`src/rtl/vga_pkg.sv`:
```
// Shared definitions for the VGA pixel-source blocks.
// Holds the default visible-area size, the 6-bit RRGGBB colour type with its
// field positions, a small colour-building helper and the box FSM states.
package vga_pkg;

    localparam int H_VIS_DEF = 640;
    localparam int V_VIS_DEF = 480;

    typedef logic [5:0] colour_t;

    // RRGGBB field positions inside colour_t
    localparam int R_MSB = 5;
    localparam int R_LSB = 4;
    localparam int G_MSB = 3;
    localparam int G_LSB = 2;
    localparam int B_MSB = 1;
    localparam int B_LSB = 0;

    typedef enum logic [1:0] {
        S_DRAW   = 2'd0,
        S_MOVE_X = 2'd1,
        S_MOVE_Y = 2'd2
    } state_t;

    // Build a colour from three 2-bit channel intensities.
    function automatic colour_t rgb(input logic [1:0] r, input logic [1:0] g,
                                    input logic [1:0] b);
        colour_t c;
        c = '0;
        c[R_MSB:R_LSB] = r;
        c[G_MSB:G_LSB] = g;
        c[B_MSB:B_LSB] = b;
        return c;
    endfunction

    // Box colour after reset: full red
    localparam colour_t BOX_COL_RESET = rgb(2'b11, 2'b00, 2'b00);

endpackage

```
`src/rtl/axis_mover.sv`:
```
// One axis of the bouncing box: position and direction, updated by one step
// when step_en is high, reflecting off 0 and LIMIT-BOX.
// Ports:
//   vga_clock  pixel clock
//   reset      synchronous, active-high
//   step_en    perform one move this cycle
//   pos        current leading-edge position (10 bits)
//   dir        0 = increasing, 1 = decreasing
//   bounce     one-cycle pulse, high in the cycle a move hits an edge
module axis_mover #(
    parameter int LIMIT = 640,
    parameter int BOX   = 32,
    parameter int STEP  = 2,
    parameter int INIT  = 0
) (
    input  logic       vga_clock,
    input  logic       reset,
    input  logic       step_en,
    output logic [9:0] pos,
    output logic       dir,
    output logic       bounce
);

    localparam logic [10:0] MAX_POS = 11'(LIMIT - BOX);
    localparam logic [10:0] STEP_W  = 11'(STEP);

    logic [9:0]  pos_reg, pos_next;
    logic        dir_reg, dir_next;
    logic [10:0] pos_ext;
    logic [10:0] fwd_sum;

    // 11-bit arithmetic so pos+STEP can never wrap
    assign pos_ext = {1'b0, pos_reg};
    assign fwd_sum = pos_ext + STEP_W;

    always_comb begin
        pos_next = pos_reg;
        dir_next = dir_reg;
        bounce   = 1'b0;
        if (step_en) begin
            if (!dir_reg) begin
                // Landing exactly on the far edge is a bounce too
                if (fwd_sum >= MAX_POS) begin
                    pos_next = MAX_POS[9:0];
                    dir_next = 1'b1;
                    bounce   = 1'b1;
                end else begin
                    pos_next = fwd_sum[9:0];
                end
            end else begin
                if (pos_ext <= STEP_W) begin
                    pos_next = '0;
                    dir_next = 1'b0;
                    bounce   = 1'b1;
                end else begin
                    pos_next = pos_reg - STEP_W[9:0];
                end
            end
        end
    end

    always_ff @(posedge vga_clock) begin
        if (reset) begin
            pos_reg <= 10'(INIT);
            dir_reg <= 1'b0;
        end else begin
            pos_reg <= pos_next;
            dir_reg <= dir_next;
        end
    end

    assign pos = pos_reg;
    assign dir = dir_reg;

endmodule

```
`src/rtl/bouncing_box_gen.sv`:
```
// Bouncing-box pixel source feeding vga_controller.
// Returns a registered colour for the current (x, y): 0 in blanking, the box
// colour inside the box, BG_COLOUR elsewhere. Once per frame (at x==0,
// y==V_VIS, if enable) the box moves one step on x then on y, during vertical
// blanking, and every edge hit advances the box colour and the bounce counter.
// Ports:
//   vga_clock     pixel clock
//   reset         synchronous, active-high
//   x, y          current pixel column / line, including blanking
//   enable        move each frame when high, freeze when low
//   colour        RRGGBB for the pixel presented one cycle earlier
//   bounce_count  bounces since reset, wraps at 256
module bouncing_box_gen
    import vga_pkg::*;
#(
    parameter int      H_VIS     = H_VIS_DEF,
    parameter int      V_VIS     = V_VIS_DEF,
    parameter int      BOX       = 32,
    parameter int      STEP      = 2,
    parameter int      INIT_X    = 0,
    parameter int      INIT_Y    = 0,
    parameter colour_t BG_COLOUR = 6'b000001
) (
    input  logic       vga_clock,
    input  logic       reset,
    input  logic [9:0] x,
    input  logic [9:0] y,
    input  logic       enable,
    output colour_t    colour,
    output logic [7:0] bounce_count
);

    state_t      state_reg, state_next;
    colour_t     box_col_reg, box_col_next;
    logic [7:0]  bounce_count_reg, bounce_count_next;
    colour_t     colour_reg, colour_next;

    logic        frame_end;
    logic [1:0]  step_en;
    logic [9:0]  pos_arr [2];
    logic [1:0]  unused_dir;   // direction lives inside each mover
    logic [1:0]  bounce_vec;
    logic [9:0]  px, py;

    assign frame_end = (x == 10'd0) && (y == 10'(V_VIS));

    // ---------------- FSM ----------------
    always_ff @(posedge vga_clock) begin
        if (reset) begin
            state_reg <= S_DRAW;
        end else begin
            state_reg <= state_next;
        end
    end

    always_comb begin
        state_next = state_reg;
        step_en    = 2'b00;
        case (state_reg)
            S_DRAW: begin
                if (frame_end && enable) begin
                    state_next = S_MOVE_X;
                end
            end
            S_MOVE_X: begin
                step_en[0] = 1'b1;
                state_next = S_MOVE_Y;
            end
            S_MOVE_Y: begin
                step_en[1] = 1'b1;
                state_next = S_DRAW;
            end
            default: state_next = S_DRAW;
        endcase
    end

    // ---------------- axis movers: 0 = x, 1 = y ----------------
    generate
        for (genvar gi = 0; gi < 2; gi++) begin : g_axis
            axis_mover #(
                .LIMIT (gi == 0 ? H_VIS  : V_VIS),
                .BOX   (BOX),
                .STEP  (STEP),
                .INIT  (gi == 0 ? INIT_X : INIT_Y)
            ) u_mover (
                .vga_clock (vga_clock),
                .reset     (reset),
                .step_en   (step_en[gi]),
                .pos       (pos_arr[gi]),
                .dir       (unused_dir[gi]),
                .bounce    (bounce_vec[gi])
            );
        end
    endgenerate

    assign px = pos_arr[0];
    assign py = pos_arr[1];

    // ---------------- colour / bounce counters ----------------
    // x and y moves happen in different cycles, so at most one bounce per cycle
    always_comb begin
        box_col_next      = box_col_reg;
        bounce_count_next = bounce_count_reg;
        if (|bounce_vec) begin
            box_col_next      = colour_t'(box_col_reg + 6'd1);
            bounce_count_next = bounce_count_reg + 8'd1;
        end
    end

    // ---------------- pixel compare ----------------
    always_comb begin
        logic [10:0] x_ext, y_ext, px_ext, py_ext;
        x_ext  = {1'b0, x};
        y_ext  = {1'b0, y};
        px_ext = {1'b0, px};
        py_ext = {1'b0, py};
        colour_next = BG_COLOUR;
        if (x_ext >= 11'(H_VIS) || y_ext >= 11'(V_VIS)) begin
            colour_next = '0;
        end else if (x_ext >= px_ext && x_ext < px_ext + 11'(BOX) &&
                     y_ext >= py_ext && y_ext < py_ext + 11'(BOX)) begin
            colour_next = box_col_reg;
        end
    end

    always_ff @(posedge vga_clock) begin
        if (reset) begin
            box_col_reg      <= BOX_COL_RESET;
            bounce_count_reg <= '0;
            colour_reg       <= '0;
        end else begin
            box_col_reg      <= box_col_next;
            bounce_count_reg <= bounce_count_next;
            colour_reg       <= colour_next;
        end
    end

    assign colour       = colour_reg;
    assign bounce_count = bounce_count_reg;

endmodule

```
`config.mk`:
```
export PLATFORM = sky130hd
export DESIGN_NAME = bouncing_box_gen
export DESIGN_NICKNAME = d
export VERILOG_FILES = /design/src/rtl/vga_pkg.sv /design/src/rtl/axis_mover.sv /design/src/rtl/bouncing_box_gen.sv
export SDC_FILE = /design/constraint.sdc
export NUM_CORES = 1
export LEC_CHECK = 0
export ABC_AREA = 1
export BUFFER_PORTS_ARGS = -buffer_cell sky130_fd_sc_hd__buf_4
export CAP_MARGIN = 15
export CORE_MARGIN = 2
export CORE_UTILIZATION = 50
export DETAILED_ROUTE_END_ITERATION = 8
export GPL_TIMING_DRIVEN = 0
export PLACE_DENSITY = 0.77
export SLEW_MARGIN = 10
export SYNTH_ARGS = -nofsm -noshare
export SYNTH_HDL_FRONTEND = slang
export SYNTH_HIERARCHICAL = 1
export SYNTH_SLANG_ARGS = --single-unit
export TNS_END_PERCENT = 5
```
`constraint.sdc`:
```
create_clock -name vga_clock -period 2.2 [get_ports vga_clock]
set_input_delay 0.11 -clock vga_clock [delete_from_list [all_inputs] [get_ports vga_clock]]
set_output_delay 0.11 -clock vga_clock [all_outputs]
set_load 0.01 [all_outputs]
```
==> run summary, run 1 <==
sequential share of the synthesized area = 22.95%
crit path from = g_axis[1].u_mover/pos[1]$_SDFFE_PP0P_
syn avg cell area = 6.427 um2
Placed Cells = 705
HP Start = reset
pin count of the biggest net entering global routing = 16
die width = 89.60 um
Num Clock Sinks = 42
setup TNS = -31.10 ps
status = finished with violations
R2R setup slack = -30 ps
Critical Path Most Common Cell = nand2_2
TritonCTS buffer count = 5
Initial Util = 51.05%
Synthesis Warnings = 6
Die Ht = 89.60 um
hold violation count in the final report = 0
largest cells by area after synthesis = dfxtp_1, ha_1, nand2_1
Vias per Instance = 5.248
Crit Path Max Fanout = 7
Commonest cells post-synth = nand2_1, inv_1, nor2_1, dfxtp_1, ha_1
EDFF count, synth = 0
RSZ-0062 raised after global routing = true
ratio of cells with drive above 1 in the final layout = 29.08%
CTS tree = yes
global route total overflow = 0
pre-CTS setup slack = -469.5 ps
Post-Syn Area = 0.003664 mm2
Antenna diodes = 0
Die Footprint = 0.008028 mm2
failing checks = setup timing
critical path capture point type = flop
worst hold slack = 113.0 ps
Design Power = 1.446 mW
Core Box Area = 0.007176 mm2
Placed Area = 0.004061 mm2
crit path time final = 2231 ps
Worst EP arrival = 2390 ps
I/O Pins = 37
CTS Buffer Depth = 2
maximum VDD drop = 195.4 uV
Slew HR = 63.21%
fin util = 65.79%
hold depth = 2
R2R cell count = 17
initial antenna violation count = 0
CP required = 2360 ps
max reg flops = 18
CTS Hold Bufs = 0
GR Util All Layers = 21.19%
row count = 31
vias in the first global route = 3368
most frequent cell after synthesis = nand2_1
worst-path cell chain = ha_4 -> nand2_1 -> nor2_2 -> nand2_2 -> nor2_2 -> nand2_1 -> nand2_2 -> nand3_4 -> nand2_2 -> inv_2 -> nor2_4 -> inv_4 -> and3_4 -> nand2_4 -> nor2_1 -> a21oi_1 -> nor3_1
asr flop ratio synth = 0%
wire per inst = 12.64 um
FMAX = 448.2 MHz
period utilisation layout = 101.4%
Leak = 2.167 nW
WS Path Type = reg2reg
detailed-route DRC error count = 0
largest area contributor in the netlist = dfxtp_1
ANT nets after route = 0
Reg clk slew, reported paths = 90 ps
Worst-Skew Late Latency = 290 ps
drt pass-1 iters = 5
vias = 3931
placer congestion estimate = 1.002
fin cells = 749
startpoint types = flop
Port-buffer cells = 36
FF+latch count, synth = 42
Clock Tree Root = clkbuf_8
Detail Placement HPWL = 6518 um
Max Cap Viol = 0
max-slew violation count = 0
post-layout worst setup margin = -31.10 ps
area grow syn2layout = 28.86%
critical path's slowest cell = dfxtp_4
Syn Nets = 633
fin nets = 712
initial detailed-routing violation count = 159
FF-to-FF Start = g_axis[1].u_mover/pos[1]$_SDFFE_PP0P_
final std cell area, no fill = 0.004721 mm2
worst slew pin tran = 551.9 ps
setup-violating endpoint count in the final report = 1
Post-Synthesis Cells = 570
crit-path max cell delay = 410 ps
Hold Path Class = in2reg
Setup Skew = 9.064 ps
H-tree levels = 2
first-pass GRT wire length = 13770 um
Primary FF master, synth = dfxtp_1
Detailed Route WL = 9470 um
Netlist cell types = 37
P per Cell Area = 306.3 mW/mm2
top-area cell type share of the netlist area = 22.95%
-- power breakdown --
| group | switching [mW] | internal (mW) |
|---|---|---|
| clock network | 0.273 | 0.253 |
| registers | 0.000282 | 0.750 |
| logic | 0.0917 | 0.0776 |
| total | 0.365 | 1.08 |
-- cell usage in the layout (no fill, tap or decap), types with 3 or more instances in the layout --
cell type,synthesis,routed
inv_2,7,11
nand4_1,6,6
nand3_2,6,10
nor2_2,7,10
ha_1,40,37
nand2_4,1,6
nand3_4,0,3
buf_6,1,6
nand2_2,7,12
buf_4,7,74
ha_4,0,3
dfxtp_1,42,25
clkbuf_8,0,6
inv_1,85,79
o21ai_0,23,20
nor4_1,4,4
dfxtp_2,0,9
nor3_1,16,16
a21oi_1,37,34
o21ai_1,1,3
a21oi_2,6,8
nand2_1,133,123
dfxtp_4,0,8
xnor2_1,4,4
nand3_1,39,32
nor2_1,60,50
nor2_4,0,7
or2_2,3,3
xor2_1,15,15
-- layer usage --
layer	share of wire, %	up-vias	routed length (um)	global-route usage (%)
li1	-	1978	-	-
met1	42	1815	3998	24.64
met2	51	121	4801	40.04
met3	5.4	17	515	3.291
met4	1.6	0	155	5.427
met5	0	-	0	0
-- critical path, delay by kind of cell (launching register included) --
family / cells / cell delay [ps]
AO/OA/AOI/OAI: 1 / 140
adder cells (fa/ha/maj): 1 / 160
buffers and inverters: 2 / 140
flip-flops: 1 / 410
AND/OR/NAND/NOR: 13 / 1240
-- final cells by class --
cell class,instances,area (um2)
sequential,42,882.1
clock inverter,2,12.51
clock buffer,6,82.58
tap,99,123.9
buffer,10,83.83
fill,579,2455
inverter,92,350.3
multi-input combinational,425,2633
timing repair buffer,73,553.0
-- worst paths after layout --
kind                                           endpoint
setup / recovery           bounce_count[6]$_SDFFE_PP0P_
hold / removal    g_axis[1].u_mover/pos[2]$_SDFFE_PP0P_
setup reg to reg           bounce_count[6]$_SDFFE_PP0P_
hold reg to reg             box_col_reg[4]$_SDFFE_PP1P_
-- cells by family after synthesis --
logic type / Yosys count / synth area share, %
AO/OA/AOI/OAI: 76 / 11.58
XOR/XNOR: 19 / 4.542
adder cells (fa/ha/maj): 40 / 13.66
buffers and inverters: 103 / 11.54
flip-flops: 42 / 22.95
other: 2 / 0.2050
AND/OR/NAND/NOR: 288 / 35.52
-- repair_timing --
| item | CTS | global route |
|---|---|---|
| endpoints found under the hold margin | 0 | 0 |
| setup endpoints to repair | 13 | 8 |
| setup buffers | 16 | 20 |
| pin swaps | 16 | 29 |
| gates cloned | 1 | 0 |
| resized for setup | 55 | 39 |
Power figures use the tool's default switching activity.
==> inputs of run 2 (changes only) <==
Settings changed: TNS_END_PERCENT 5 to default.
==> run summary, run 2 (synthesis gave the netlist of run 1 again) <==
Antenna diodes = 0 (unchanged)
row count = 31 (unchanged)
placer congestion estimate = 1.002 (unchanged)
die width = 89.60 um (unchanged)
TritonCTS buffer count = 5 (unchanged)
drt pass-1 iters = 5 (unchanged)
FMAX = 449.8 MHz (was 448.2 MHz)
ratio of cells with drive above 1 in the final layout = 29.08% (unchanged)
RSZ-0062 raised after global routing = true (unchanged)
Die Footprint = 0.008028 mm2 (unchanged)
Hold EP = g_axis[1].u_mover/pos[2]$_SDFFE_PP0P_ (unchanged)
area of the multi-input gates = 0.002634 mm2 (was 0.002633 mm2)
Placed Area = 0.004061 mm2 (unchanged)
Hold Path Class = in2reg (unchanged)
switching pwr = 0.3642 mW (was 0.3652 mW)
global route total overflow = 0 (unchanged)
P per Cell Area = 305.8 mW/mm2 (was 306.3 mW/mm2)
crit path time final = 2223 ps (was 2231 ps)
hold depth = 2 (unchanged)
Vias per Instance = 5.248 (unchanged)
period utilisation layout = 101.1% (was 101.4%)
initial antenna violation count = 0 (unchanged)
setup-violating endpoint count in the final report = 1 (unchanged)
detailed-route DRC error count = 0 (unchanged)
CP required = 2360 ps (about the same)
Worst-Skew Late Latency = 290 ps (about the same)
critical path capture point type = flop (unchanged)
Die Ht = 89.60 um (unchanged)
R2R setup slack = -20 ps (was -30 ps)
R2R Path End = bounce_count[6]$_SDFFE_PP0P_ (unchanged)
Flop pwr share = 52.0% (was 51.9%)
most frequent cells in the layout = nand2_1, inv_1, buf_4, nor2_1, ha_1 (unchanged)
startpoint types = flop (unchanged)
first-pass GRT wire length = 13770 um (unchanged)
failing checks = setup timing (unchanged)
final std cell area, no fill = 0.004725 mm2 (was 0.004721 mm2)
combinational share of power = 11.7% (about the same)
vias = 3931 (unchanged)
Internal Pwr Total = 1.081 mW (unchanged)
Crit Path Max Fanout = 7 (unchanged)
Clock Power Share = 36.4% (about the same)
Num Clock Sinks = 42 (unchanged)
status = finished with violations (unchanged)
ANT nets after route = 0 (unchanged)
Register Area = 882.1 um2 (unchanged)
switching part of the total = 25.21% (was 25.26%)
wire per inst = 12.69 um (was 12.64 um)
Initial Util = 51.05% (unchanged)
fin util = 65.84% (was 65.79%)
Detailed Route WL = 9505 um (was 9470 um)
Clock Tree Root = clkbuf_8 (unchanged)
maximum VDD drop = 193.4 uV (was 195.4 uV)
max-slew violation count = 0 (unchanged)
vias in the first global route = 3368 (unchanged)
hold violation count in the final report = 0 (unchanged)
Slew HR = 63.82% (was 63.21%)
Worst EP arrival = 2380 ps (was 2390 ps)
CTS Buffer Depth = 2 (unchanged)
crit path from = g_axis[1].u_mover/pos[1]$_SDFFE_PP0P_ (unchanged)
Setup Skew = 10.13 ps (was 9.064 ps)
top sig layer = met4 (unchanged)
worst slew pin tran = 542.7 ps (was 551.9 ps)
Max Cap Viol = 0 (unchanged)
CTS tree = yes (unchanged)
R2R cell count = 17 (unchanged)
Detail Placement HPWL = 6518 um (unchanged)
pin count of the biggest net entering global routing = 16 (unchanged)
setup TNS = -23.28 ps (was -31.10 ps)
WS Path Type = reg2reg (unchanged)
routed wl met3 = 496 um (was 515 um)
GR Util All Layers = 21.19% (unchanged)
I/O Pins = 37 (unchanged)
fin nets = 712 (unchanged)
H-tree levels = 2 (unchanged)
pre-CTS setup slack = -469.5 ps (unchanged)
met1 wire length = 3983 um (was 3998 um)
FF-to-FF Start = g_axis[1].u_mover/pos[1]$_SDFFE_PP0P_ (unchanged)
Leak = 2.168 nW (was 2.167 nW)
max reg flops = 18 (unchanged)
CTS Hold Bufs = 0 (unchanged)
initial detailed-routing violation count = 153 (was 159)
met2 wire length = 4803 um (was 4801 um)
HP Start = reset (unchanged)
Reg clk slew, reported paths = 90 ps (about the same)
post-layout worst setup margin = -23.28 ps (was -31.10 ps)
most common cell after layout, fill and taps aside = nand2_1 (unchanged)
Fillers = 582 (was 579)
Core Box Area = 0.007176 mm2 (unchanged)
Port-buffer cells = 36 (unchanged)
area grow syn2layout = 28.96% (was 28.86%)
-- run 2: per-stage QoR --
stage | hold slack [ps] | total power, mW | std cells
2_1_floorplan | 172.3 | 0.8761 | 570
3_3_place_gp | 414.8 | 0.9424 | 705
4_1_cts | 97.39 | 1.456 | 730
3_5_place_dp | 420.8 | 0.9465 | 705
5_1_grt | 114.7 | 1.503 | 749
6_report | 111.4 | 1.445 | 749
-- run 2: layout make-up --
type,count,area share [%]
clock buffers,6,1.748
repair buffers,73,11.71
flip-flops and latches,42,18.67
clock inverters,2,0.2648
multi-input cells,425,55.75
inverters,92,7.468
plain buffers,10,1.774
well taps,99,2.622
-- run 2: worst max path at each step --
stage          slack (ps)  cells past startpoint                           end
6_report              -20                     17  bounce_count[6]$_SDFFE_PP0P_
5_1_grt              -150                     19  bounce_count[7]$_SDFFE_PP0P_
4_1_cts               -80                     19  bounce_count[7]$_SDFFE_PP0P_
3_5_place_dp         -470                     19  bounce_count[7]$_SDFFE_PP0P_
3_3_place_gp         -420                     19  bounce_count[7]$_SDFFE_PP0P_
2_1_floorplan         -20                     19  bounce_count[7]$_SDFFE_PP0P_
-- run 2: layer usage --
| metal | global-route usage [%] | up-vias |
|---|---|---|
| met5 | 0 | - |
| met4 | 5.427 | 0 |
| met3 | 3.291 | 22 |
| met2 | 40.04 | 122 |
| met1 | 24.64 | 1812 |
| li1 | - | 1975 |
-- run 2: timing repair --
item,CTS,global route
buffers inserted,16,20
resized for setup,55,40
setup endpoints to repair,13,8
gates cloned,1,0
pin swaps,16,28
-- run 2: power by group through the flow --
stage	clock, mW	sequential [mW]	combinational (mW)
after floorplan	0	0.780	0.0965
after global placement	0	0.779	0.164
after detailed placement	0	0.779	0.168
after CTS	0.536	0.752	0.168
after global routing	0.559	0.751	0.193
final	0.525	0.751	0.169
-- run 2: critical path, cell delays in order (launching register included) --
cell     delay (ps)
dfxtp_4         410
ha_4            170
nand2_2          50
nor2_2           90
nand2_2          80
nor2_2           80
nand2_1          70
nand2_2         120
nand3_4          90
nand2_2          70
inv_2            50
nor2_4          240
inv_4            90
and3_4          170
nand2_4          60
nor2_1           40
a21oi_1         140
nor3_1           60
